`src/rtl/riscv_defs_pkg.sv`:
```
// riscv_defs: shared funct3 codes, MEM-stage FSM states and the misalignment rule.
// Imported by mem_access_stage and mem_lane_align; no ports.
package riscv_defs;
   localparam logic [2:0] INST_LB  = 3'b000;
   localparam logic [2:0] INST_LH  = 3'b001;
   localparam logic [2:0] INST_LW  = 3'b010;
   localparam logic [2:0] INST_LBU = 3'b100;
   localparam logic [2:0] INST_LHU = 3'b101;
   localparam logic [2:0] INST_SB  = 3'b000;
   localparam logic [2:0] INST_SH  = 3'b001;
   localparam logic [2:0] INST_SW  = 3'b010;

   typedef enum logic {ST_IDLE = 1'b0, ST_WAIT = 1'b1} state_t;

   // Store codes share their low bits with the load codes, so one rule covers both.
   function automatic logic misaligned(input logic [2:0] f3, input logic [1:0] a);
      return ((f3 == INST_LH || f3 == INST_LHU) && a[0]) || (f3 == INST_LW && a != 2'b00);
   endfunction
endpackage

```
`src/rtl/mem_lane_align.sv`:
```
// mem_lane_align: combinational byte-lane steering for stores and loads.
// Ports: store_i/funct3_i/a_i select the access; rs2_i -> be_o/wdata_o (store side);
//        rdata_i -> ld_data_o (load side, right-justified, upper bits zero).
module mem_lane_align
   import riscv_defs::*;
(
   input  logic        store_i,
   input  logic [2:0]  funct3_i,
   input  logic [1:0]  a_i,
   input  logic [31:0] rs2_i,
   input  logic [31:0] rdata_i,
   output logic [3:0]  be_o,
   output logic [31:0] wdata_o,
   output logic [31:0] ld_data_o
);
   logic [31:0] byte_sh;
   logic        is_b;
   logic        is_h;

   assign byte_sh   = rdata_i >> {a_i, 3'b000};
   assign is_b      = funct3_i == INST_LB || funct3_i == INST_LBU;
   assign is_h      = funct3_i == INST_LH || funct3_i == INST_LHU;
   assign be_o      = !store_i                ? 4'b1111 :
                      funct3_i == INST_SB     ? 4'b0001 << a_i :
                      funct3_i == INST_SH     ? (a_i[1] ? 4'b1100 : 4'b0011) : 4'b1111;
   assign wdata_o   = !store_i                ? rs2_i :
                      funct3_i == INST_SB     ? {4{rs2_i[7:0]}} :
                      funct3_i == INST_SH     ? {2{rs2_i[15:0]}} : rs2_i;
   assign ld_data_o = is_b ? {24'b0, byte_sh[7:0]} :
                      is_h ? {16'b0, a_i[1] ? rdata_i[31:16] : rdata_i[15:0]} : rdata_i;
endmodule

```
`src/rtl/mem_access_stage.sv`:
```
// mem_access_stage: MEM pipeline stage issuing data-memory accesses and registering the WB bundle.
// Ports: ex_* from EX/MEM; mem_stall freezes upstream; dmem_* ready-handshake memory port;
//        wb_* registered write-back bundle; mem_err pulses on a wait-state timeout.
// Optional: MEM_MISALIGN_TRAP_EN adds mem_misalign / mem_bad_addr and traps misaligned accesses.
module mem_access_stage
   import riscv_defs::*;
#(
   parameter int MAX_WAIT = 15,
   parameter int CNT_W    = 8
) (
   input  logic        clk,
   input  logic        rstn,
   input  logic        ex_valid,
   input  logic        ex_mem_read,
   input  logic        ex_mem_write,
   input  logic        ex_reg_write,
   input  logic [2:0]  ex_funct3,
   input  logic [4:0]  ex_rd_addr,
   input  logic [31:0] ex_alu_result,
   input  logic [31:0] ex_rs2_data,
   input  logic [31:0] ex_pc,
   output logic        mem_stall,
   output logic        dmem_req,
   output logic        dmem_we,
   output logic [31:0] dmem_addr,
   output logic [3:0]  dmem_be,
   output logic [31:0] dmem_wdata,
   input  logic [31:0] dmem_rdata,
   input  logic        dmem_ready,
   output logic        wb_reg_write,
   output logic        wb_mem_to_reg,
   output logic [2:0]  wb_funct3,
   output logic [4:0]  wb_rd_addr,
   output logic [31:0] wb_mem_data,
   output logic [31:0] wb_pc,
   output logic        mem_err
`ifdef MEM_MISALIGN_TRAP_EN
   ,
   output logic        mem_misalign,
   output logic [31:0] mem_bad_addr
`endif
);
   // The abort fires on the edge where the counter would reach MAX_WAIT.
   localparam logic [CNT_W-1:0] LAST_CNT = CNT_W'(MAX_WAIT - 1);

   state_t            state_q, state_d;
   logic [CNT_W-1:0]  cnt_q, cnt_d;
   logic              req_q, req_d, we_q, we_d, rw_q, rw_d;
   logic [31:0]       addr_q, addr_d, wdata_q, wdata_d, pc_q, pc_d;
   logic [3:0]        be_q, be_d;
   logic [2:0]        f3_q, f3_d;
   logic [4:0]        rd_q, rd_d;
   logic              wb_rw_q, wb_rw_d, wb_m2r_q, wb_m2r_d, err_q, err_d;
   logic [2:0]        wb_f3_q, wb_f3_d;
   logic [4:0]        wb_rd_q, wb_rd_d;
   logic [31:0]       wb_data_q, wb_data_d, wb_pc_q, wb_pc_d;
   logic              idle, is_mem, trap, issue;
   logic [3:0]        al_be;
   logic [31:0]       al_wdata, al_ld;

   assign idle      = state_q == ST_IDLE;
   assign is_mem    = ex_valid && (ex_mem_read || ex_mem_write);
   assign issue     = idle && is_mem && !trap;
   assign mem_stall = !idle || issue;

`ifdef MEM_MISALIGN_TRAP_EN
   logic        mis_q, mis_d;
   logic [31:0] bad_q, bad_d;
   assign trap         = is_mem && misaligned(ex_funct3, ex_alu_result[1:0]);
   assign mis_d        = idle && trap;
   assign bad_d        = (idle && trap) ? ex_alu_result : bad_q;
   assign mem_misalign = mis_q;
   assign mem_bad_addr = bad_q;
   always_ff @(posedge clk or negedge rstn) begin
      if (!rstn) begin
         mis_q <= 1'b0;
         bad_q <= '0;
      end else begin
         mis_q <= mis_d;
         bad_q <= bad_d;
      end
   end
`else
   assign trap = 1'b0;
`endif

   // Issue side steers from the live EX inputs; completion side uses the captured access.
   mem_lane_align u_align (
      .store_i   (idle ? ex_mem_write : we_q),
      .funct3_i  (idle ? ex_funct3 : f3_q),
      .a_i       (idle ? ex_alu_result[1:0] : addr_q[1:0]),
      .rs2_i     (ex_rs2_data),
      .rdata_i   (dmem_rdata),
      .be_o      (al_be),
      .wdata_o   (al_wdata),
      .ld_data_o (al_ld)
   );

   always_comb begin
      state_d   = state_q;
      cnt_d     = cnt_q;
      req_d     = req_q;
      we_d      = we_q;
      rw_d      = rw_q;
      addr_d    = addr_q;
      wdata_d   = wdata_q;
      pc_d      = pc_q;
      be_d      = be_q;
      f3_d      = f3_q;
      rd_d      = rd_q;
      wb_rw_d   = 1'b0;
      wb_m2r_d  = 1'b0;
      wb_f3_d   = wb_f3_q;
      wb_rd_d   = wb_rd_q;
      wb_data_d = wb_data_q;
      wb_pc_d   = wb_pc_q;
      err_d     = 1'b0;
      if (idle) begin
         if (!is_mem) begin
            wb_rw_d   = ex_valid && ex_reg_write;
            wb_f3_d   = ex_funct3;
            wb_rd_d   = ex_rd_addr;
            wb_data_d = ex_alu_result;
            wb_pc_d   = ex_pc;
         end
         if (issue) begin
            state_d = ST_WAIT;
            cnt_d   = '0;
            req_d   = 1'b1;
            we_d    = ex_mem_write;
            rw_d    = ex_reg_write;
            addr_d  = ex_alu_result;
            wdata_d = al_wdata;
            be_d    = al_be;
            pc_d    = ex_pc;
            f3_d    = ex_funct3;
            rd_d    = ex_rd_addr;
         end
      end else if (dmem_ready) begin
         state_d   = ST_IDLE;
         cnt_d     = '0;
         req_d     = 1'b0;
         wb_rw_d   = rw_q && !we_q;
         wb_m2r_d  = !we_q;
         wb_f3_d   = f3_q;
         wb_rd_d   = rd_q;
         wb_data_d = al_ld;
         wb_pc_d   = pc_q;
      end else if (cnt_q == LAST_CNT) begin
         state_d = ST_IDLE;
         cnt_d   = '0;
         req_d   = 1'b0;
         err_d   = 1'b1;
      end else begin
         cnt_d = cnt_q + 1'b1;
      end
   end

   always_ff @(posedge clk or negedge rstn) begin
      if (!rstn) begin
         state_q   <= ST_IDLE;
         cnt_q     <= '0;
         req_q     <= 1'b0;
         we_q      <= 1'b0;
         rw_q      <= 1'b0;
         addr_q    <= '0;
         wdata_q   <= '0;
         pc_q      <= '0;
         be_q      <= '0;
         f3_q      <= '0;
         rd_q      <= '0;
         wb_rw_q   <= 1'b0;
         wb_m2r_q  <= 1'b0;
         wb_f3_q   <= '0;
         wb_rd_q   <= '0;
         wb_data_q <= '0;
         wb_pc_q   <= '0;
         err_q     <= 1'b0;
      end else begin
         state_q   <= state_d;
         cnt_q     <= cnt_d;
         req_q     <= req_d;
         we_q      <= we_d;
         rw_q      <= rw_d;
         addr_q    <= addr_d;
         wdata_q   <= wdata_d;
         pc_q      <= pc_d;
         be_q      <= be_d;
         f3_q      <= f3_d;
         rd_q      <= rd_d;
         wb_rw_q   <= wb_rw_d;
         wb_m2r_q  <= wb_m2r_d;
         wb_f3_q   <= wb_f3_d;
         wb_rd_q   <= wb_rd_d;
         wb_data_q <= wb_data_d;
         wb_pc_q   <= wb_pc_d;
         err_q     <= err_d;
      end
   end

   assign dmem_req      = req_q;
   assign dmem_we       = we_q;
   assign dmem_addr     = {addr_q[31:2], 2'b00};
   assign dmem_be       = be_q;
   assign dmem_wdata    = wdata_q;
   assign wb_reg_write  = wb_rw_q;
   assign wb_mem_to_reg = wb_m2r_q;
   assign wb_funct3     = wb_f3_q;
   assign wb_rd_addr    = wb_rd_q;
   assign wb_mem_data   = wb_data_q;
   assign wb_pc         = wb_pc_q;
   assign mem_err       = err_q;
endmodule

```
`config.mk`:
```
export PLATFORM = sky130hd
export DESIGN_NAME = mem_access_stage
export DESIGN_NICKNAME = d
export VERILOG_FILES = /design/src/rtl/riscv_defs_pkg.sv /design/src/rtl/mem_lane_align.sv /design/src/rtl/mem_access_stage.sv
export SDC_FILE = /design/constraint.sdc
export NUM_CORES = 1
export LEC_CHECK = 0
export ABC_AREA = 0
export BUFFER_PORTS_ARGS = -buffer_cell sky130_fd_sc_hd__buf_2
export CAP_MARGIN = 20
export CELL_PAD_IN_SITES_DETAIL_PLACEMENT = 1
export CELL_PAD_IN_SITES_GLOBAL_PLACEMENT = 1
export CORE_UTILIZATION = 28
export DETAILED_ROUTE_END_ITERATION = 16
export GPL_TIMING_DRIVEN = 0
export PLACE_DENSITY_LB_ADDON = 0.1
export SLEW_MARGIN = 20
export SYNTH_ARGS = -nofsm -noshare
export SYNTH_HDL_FRONTEND = slang
export SYNTH_SLANG_ARGS = --single-unit
```
`constraint.sdc`:
```
create_clock -name clk -period 2.3 [get_ports clk]
set_input_delay 0.46 -clock clk [delete_from_list [all_inputs] [get_ports clk]]
set_output_delay 0.46 -clock clk [all_outputs]
set_load 0.1 [all_outputs]
```
# --- Yosys cells after proc, flatten, opt, wreduce, memory -nomap -nowiden ---
# Cells that the tools add are included.
word_totals:
  register_bits: 195
  word_cells: 88
  inputBits: 143
  output_inout_bits: 146
op_classes:
  n_bitwise: 1
  add_sub_neg: 1
  n_mux: 45
  shifts: 2
  n_eq_ne: 7
  reduce_logical: 14
ops:
  columns: ["op", "n"]
  rows:
  - ["two-way mux 32 bit", 11]
  - ["two-way mux 8 bit", 4]
  - [">> shifter 32 x 5 -> 8 bit", 1]
  - ["two-way mux 1 bit", 17]
  - ["two-way mux 16 bit", 1]
  - ["two-way mux 4 bit", 4]
  - ["two-way mux 5 bit", 3]
  - ["two-way mux 3 bit", 4]
  - ["adder 8 x 1 -> 8 bit (second input constant)", 1]
  - ["equality test 8 x 4 -> 1 bit (second input constant)", 1]
  - ["equality test 3 bit (second input constant)", 2]
  - ["AND reduction 2 bit", 3]
  - ["logical AND 1 bit", 4]
  - ["logical OR 1 bit", 4]
  - ["inequality test 2 bit (second input constant)", 2]
  - ["left shift 1 x 2 -> 4 bit (first input constant)", 1]
  - ["equality test 3 x 1 -> 1 bit (second input constant)", 1]
  - ["zero test 3 bit", 1]
  - ["inequality test 3 x 2 -> 1 bit (second input constant)", 1]
  - ["two-way mux 2 bit", 1]
  - ["nonzero test 2 bit", 1]
  - ["zero test 1 bit", 1]
  - ["NOT 1 bit", 1]

# --- Depth between registers and ports, before layout ---
logic_depth:
  ltp_word: 7
  ltp_mapped: 7
  depth_no_buf: 6

# --- By module ---
# From an unflattened synthesis, not the netlist that was laid out.
unflattened:
  hier_cells: 793
  hier_area_um2: 9467.8
by_module_without_submodules:
  columns: ["mod", "seq_area_each_um2", "area_each_um2", "instances", "cells_each"]
  rows:
  - ["mem_access_stage", 4879.7, 8299.2, 1, 641]
  - ["mem_lane_align", 0.0, 1168.6, 1, 152]

# --- Worst setup path before layout ---
# OpenSTA, ideal clock, no wires.
synth_timing:
  kind: "flip-flop to flip-flop"
  start: "register state_q"
  end: "register cnt_q[4]"
  slack_ps: -32
  path_buffers: 2
  path_stages_with_launch: 8
  synth_period_minus_slack_ps: 2332
  setup_time_ps: 136
  required_ps: 2164
  t_arrival_ps: 2197
  cell_sequence: "dfrtp_1 -> buf_6 -> nor2_1 -> inv_1 -> clkbuf_1 -> nand4_1 -> xor2_1 -> nor2_1"
synth_between:
  elab_chain_len: 3
  elab_cells_between_ends: 4
  cone_classes: "1 x mux; 1 x bitwise; 2 x reduce/logical"
synth_lines:
  columns: ["item", "line_no", "rtl"]
  rows:
  - ["start: declaration", "mem_access_stage.sv:46", "state_t state_q, state_d;"]
  - ["start signal: assignment", "mem_access_stage.sv:180", "state_q <= state_d;"]
  - ["NOT 1 bit (no line)", null, null]
  - ["logical AND 1 bit", "mem_access_stage.sv:63", "assign issue = idle && is_mem && !trap;"]
  - ["nonzero test 2 bit (no line)", null, null]
  - ["end signal: assignment", "mem_access_stage.sv:181", "cnt_q <= cnt_d;"]
  - ["end: declaration", "mem_access_stage.sv:47", "logic [CNT_W-1:0] cnt_q, cnt_d;"]
# Several ways; a longest one is shown, not always the timed one.
# A chain may end at the register's enable or synchronous reset.

# --- Worst setup path in the final report ---
layout_timing:
  start: "register state_q"
  end: "output mem_stall"
layout_between:
  elab_chain_len: 3
layout_lines:
  columns: ["item", "line_no", "rtl"]
  rows:
  - ["NOT 1 bit (no line)", null, null]
  - ["logical AND 1 bit", "mem_access_stage.sv:63", null]
  - ["logical OR 1 bit (*)", "mem_access_stage.sv:64", "assign mem_stall = !idle || issue;"]
  - ["end: declaration", "mem_access_stage.sv:22", "output logic mem_stall,"]
# Every way passes the cells marked *; elsewhere a longest branch is shown, timed or not.

==> flow_metrics.env <==
export IMPL_worstMarginPinSlew_ps=765
export IMPL_synth_async_reset_ratio_pct=100
export IMPL_dieArea_sq_um=33100
export IMPL_vdd_drop_max_uv=575
export IMPL_numCtsBuffers=17
export IMPL_synth_seq_cells=195
export IMPL_intPower_mw=7.22
export IMPL_viasPerCell=4.72
export IMPL_p_seq_share_pct=30.2
export IMPL_cp_endpoint="mem_stall"
export IMPL_initial_utilization_pct=28.6
export IMPL_power_mw=15.4
export IMPL_path_max_fanout=10
export IMPL_cts_root_buf="clkbuf_16"
export IMPL_sw_frac_of_total_pct=53.1
export IMPL_leakagePower_nw=6.16
export IMPL_seq_area_frac_synth_pct=53.8
export IMPL_routed_via_count=8070
export IMPL_synth_cell_area_sq_um=9070
export IMPL_timing_final_max_slew_violations=0
export IMPL_yosysMostFrequentCell="nand2_1"
export IMPL_antenna_found_initial=6
export IMPL_yosysTopAreaCell="dfrtp_1"
export IMPL_syn_to_final_growth_pct=29.2
export IMPL_grt_remaining_overflow=0
export IMPL_fin_cells=1710
export IMPL_p_sw_mw=8.17
export IMPL_synth_top_area_share_pct=53.8
export IMPL_powerDensity_nw_per_um2=1310
export IMPL_rr_endpoint="wb_mem_data[14]"
export IMPL_clockBufferDepth=2
export IMPL_clkTransAtPathRegs_ps=80
export IMPL_grt_total_usage_pct=20.3
export IMPL_dieWidth_um=182
export IMPL_fin_crit_sh_pct=95.6
export IMPL_relSlewSlack_pct=48.0
export IMPL_n_fill_cell=3774
export IMPL_yosys_top_cells_count="nand2_1 (359), dfrtp_1 (195), o21ai_0 (108)"
export IMPL_place_inst=1676
export IMPL_rsz0062_at_grt="yes"
export IMPL_rr_worst_depth=5
export IMPL_drtPass1Iterations=4
export IMPL_synth_cells=985
export IMPL_coreArea_sq_um=31700
export IMPL_cap_violations=0
export IMPL_hp_class="in2reg"
export IMPL_period_needed_ps=2200
export IMPL_port_buffers=286
export IMPL_max_freq_mhz=455
export IMPL_crit_start="state_q"
export IMPL_num_rows=65
export IMPL_end_kind="output pin"
export IMPL_rrSetupSlack_ps=140
export IMPL_syn_avg_cell_area_sq_um=9.21
export IMPL_min_from="ex_pc[13]"
export IMPL_gp_congestion=0.814
export IMPL_timing_rr_start="state_q"
export IMPL_start_kind="flop"
export IMPL_drive_gt1_share_pct=30.1
export IMPL_ios=289
export IMPL_synth_ff_type="dfrtp_1"
export IMPL_post_route_util_pct=37.0
export IMPL_post_route_drc_count=0
export IMPL_worstPathRequired_ps=1840
export IMPL_synth_edf_count=0
export IMPL_synth_distinct_cells=43
export IMPL_grt_pass1_vias=8730
export IMPL_clock_sinks=195
export IMPL_hold_violations=0
export IMPL_grt_max_degree=76
export IMPL_netlist_top_cells_area="dfrtp_1 (54%), nand2_1 (15%), mux2i_1 (8.5%), o21ai_0 (6.0%), buf_4 (2.8%)"
export IMPL_fp_dieH_um=182
export IMPL_finalSetupViolations=0
export IMPL_drt_iter0_markers=329
export IMPL_nNetsFinal=1438
export IMPL_fin_skew_ps=12.0
export IMPL_cts_tree="built"
export IMPL_worstPathArrival_ps=1740
export IMPL_outcome="completed"
export IMPL_wire_per_inst_um=19.1
export IMPL_worstSetupPathType="reg2out"
export IMPL_dpl_hpwl_mm=24.7
export IMPL_worstSkewPairLatency_ps=450
export IMPL_cts_max_level=4
export IMPL_p_comb_share_pct=49.2
export IMPL_tns_ps=0
export IMPL_pwr_share_clk_pct=20.5
export IMPL_yosysWarningCount=0
export IMPL_ant_nets=0
export IMPL_hold_ws_ps=214
export IMPL_grt_pass1_wl_mm=51.0
export IMPL_drt_wl_total_mm=32.7
==> cell families (layout without fill, tap and decap cells) <==
group | after synthesis | in the layout | share of synthesized area, %
adders and majority gates | 2 | 2 | 0.276
DFF | 195 | 195 | 53.8
buffers and inverters | 97 | 417 | 5.92
muxes | 82 | 82 | 9.42
xor gates and xnor gates | 5 | 5 | 0.483
AOI/OAI and AO/OA | 184 | 184 | 11.6
and+or+nand+nor | 419 | 419 | 18.4
other | 1 | 4 | 0.0414
==> worst min path at each step <==
stage | to | cells after the start | slack [ps]
floorplan | addr_q[0] | 0 | 160
global placement | dmem_be[2] | 2 | 450
detailed placement | addr_q[23] | 1 | 390
CTS | pc_q[22] | 3 | 200
global route | pc_q[13] | 3 | 210
finish | pc_q[13] | 3 | 210
==> final cells by class <==
type | instances | area, sq um | share of cell area, %
sequential | 195 | 4880 | 41.6
multi-input combinational | 694 | 3670 | 31.3
timing repair buffer | 289 | 1520 | 12.9
buffer | 90 | 524 | 4.47
tap | 402 | 503 | 4.29
clock buffer | 19 | 453 | 3.86
clock inverter | 13 | 148 | 1.26
inverter | 6 | 22.5 | 0.192
antenna | 2 | 5.00 | 0.0427
==> metrics by stage <==
stage          worst slack (ps)  instance area, sq um
2_1_floorplan               281                  9070
3_3_place_gp              -3010                 11000
3_5_place_dp               -407                 11100
4_1_cts                    1.68                 11700
5_1_grt                   -4.45                 11700
6_report                    101                 11700
==> layer usage <==
metal | track usage, % | share of wire, %
met1 | 26.1 | 45
met2 | 32.7 | 46
met3 | 5.90 | 6.4
met4 | 6.72 | 2.0
met5 | 0 | 0.089
==> critical path, cell delays in order (launching register included) <==
cell	delay, ps
dfrtp_2	450
buf_6	180
nor2_4	160
inv_1	110
clkbuf_4	200
buf_8	190
==> power by group through the flow <==
stage	clock network (mW)	registers, mW	logic (mW)
2_1_floorplan	0	8.30	2.43
3_3_place_gp	0	4.71	7.58
3_5_place_dp	0	4.73	7.64
4_1_cts	3.26	4.67	7.66
5_1_grt	3.36	4.76	7.96
6_report	3.16	4.65	7.57
==> cell usage in the layout (no fill, tap or decap), types with 8 or more instances in the layout <==
cell         n
dfrtp_1    194
nor2_1      25
clkbuf_2     8
clkbuf_16   17
a31oi_1      9
clkbuf_1    31
a21oi_1     28
a221oi_1     8
and3_1      18
o21ai_1      8
buf_4       34
buf_2      296
nand2_1    359
o21ai_0    108
mux2i_1     77
==> what timing repair did <==
action | CTS | global route
resized for setup | 14 | 5
pin swaps | 0 | 1
cloned | 0 | 0
hold buffers | 1 | 0
hold endpoints to repair | 49 | 0
endpoints found under the setup margin | 71 | 15
buffers inserted | 0 | 0
No activity file was read; power rests on OpenSTA's default activity.
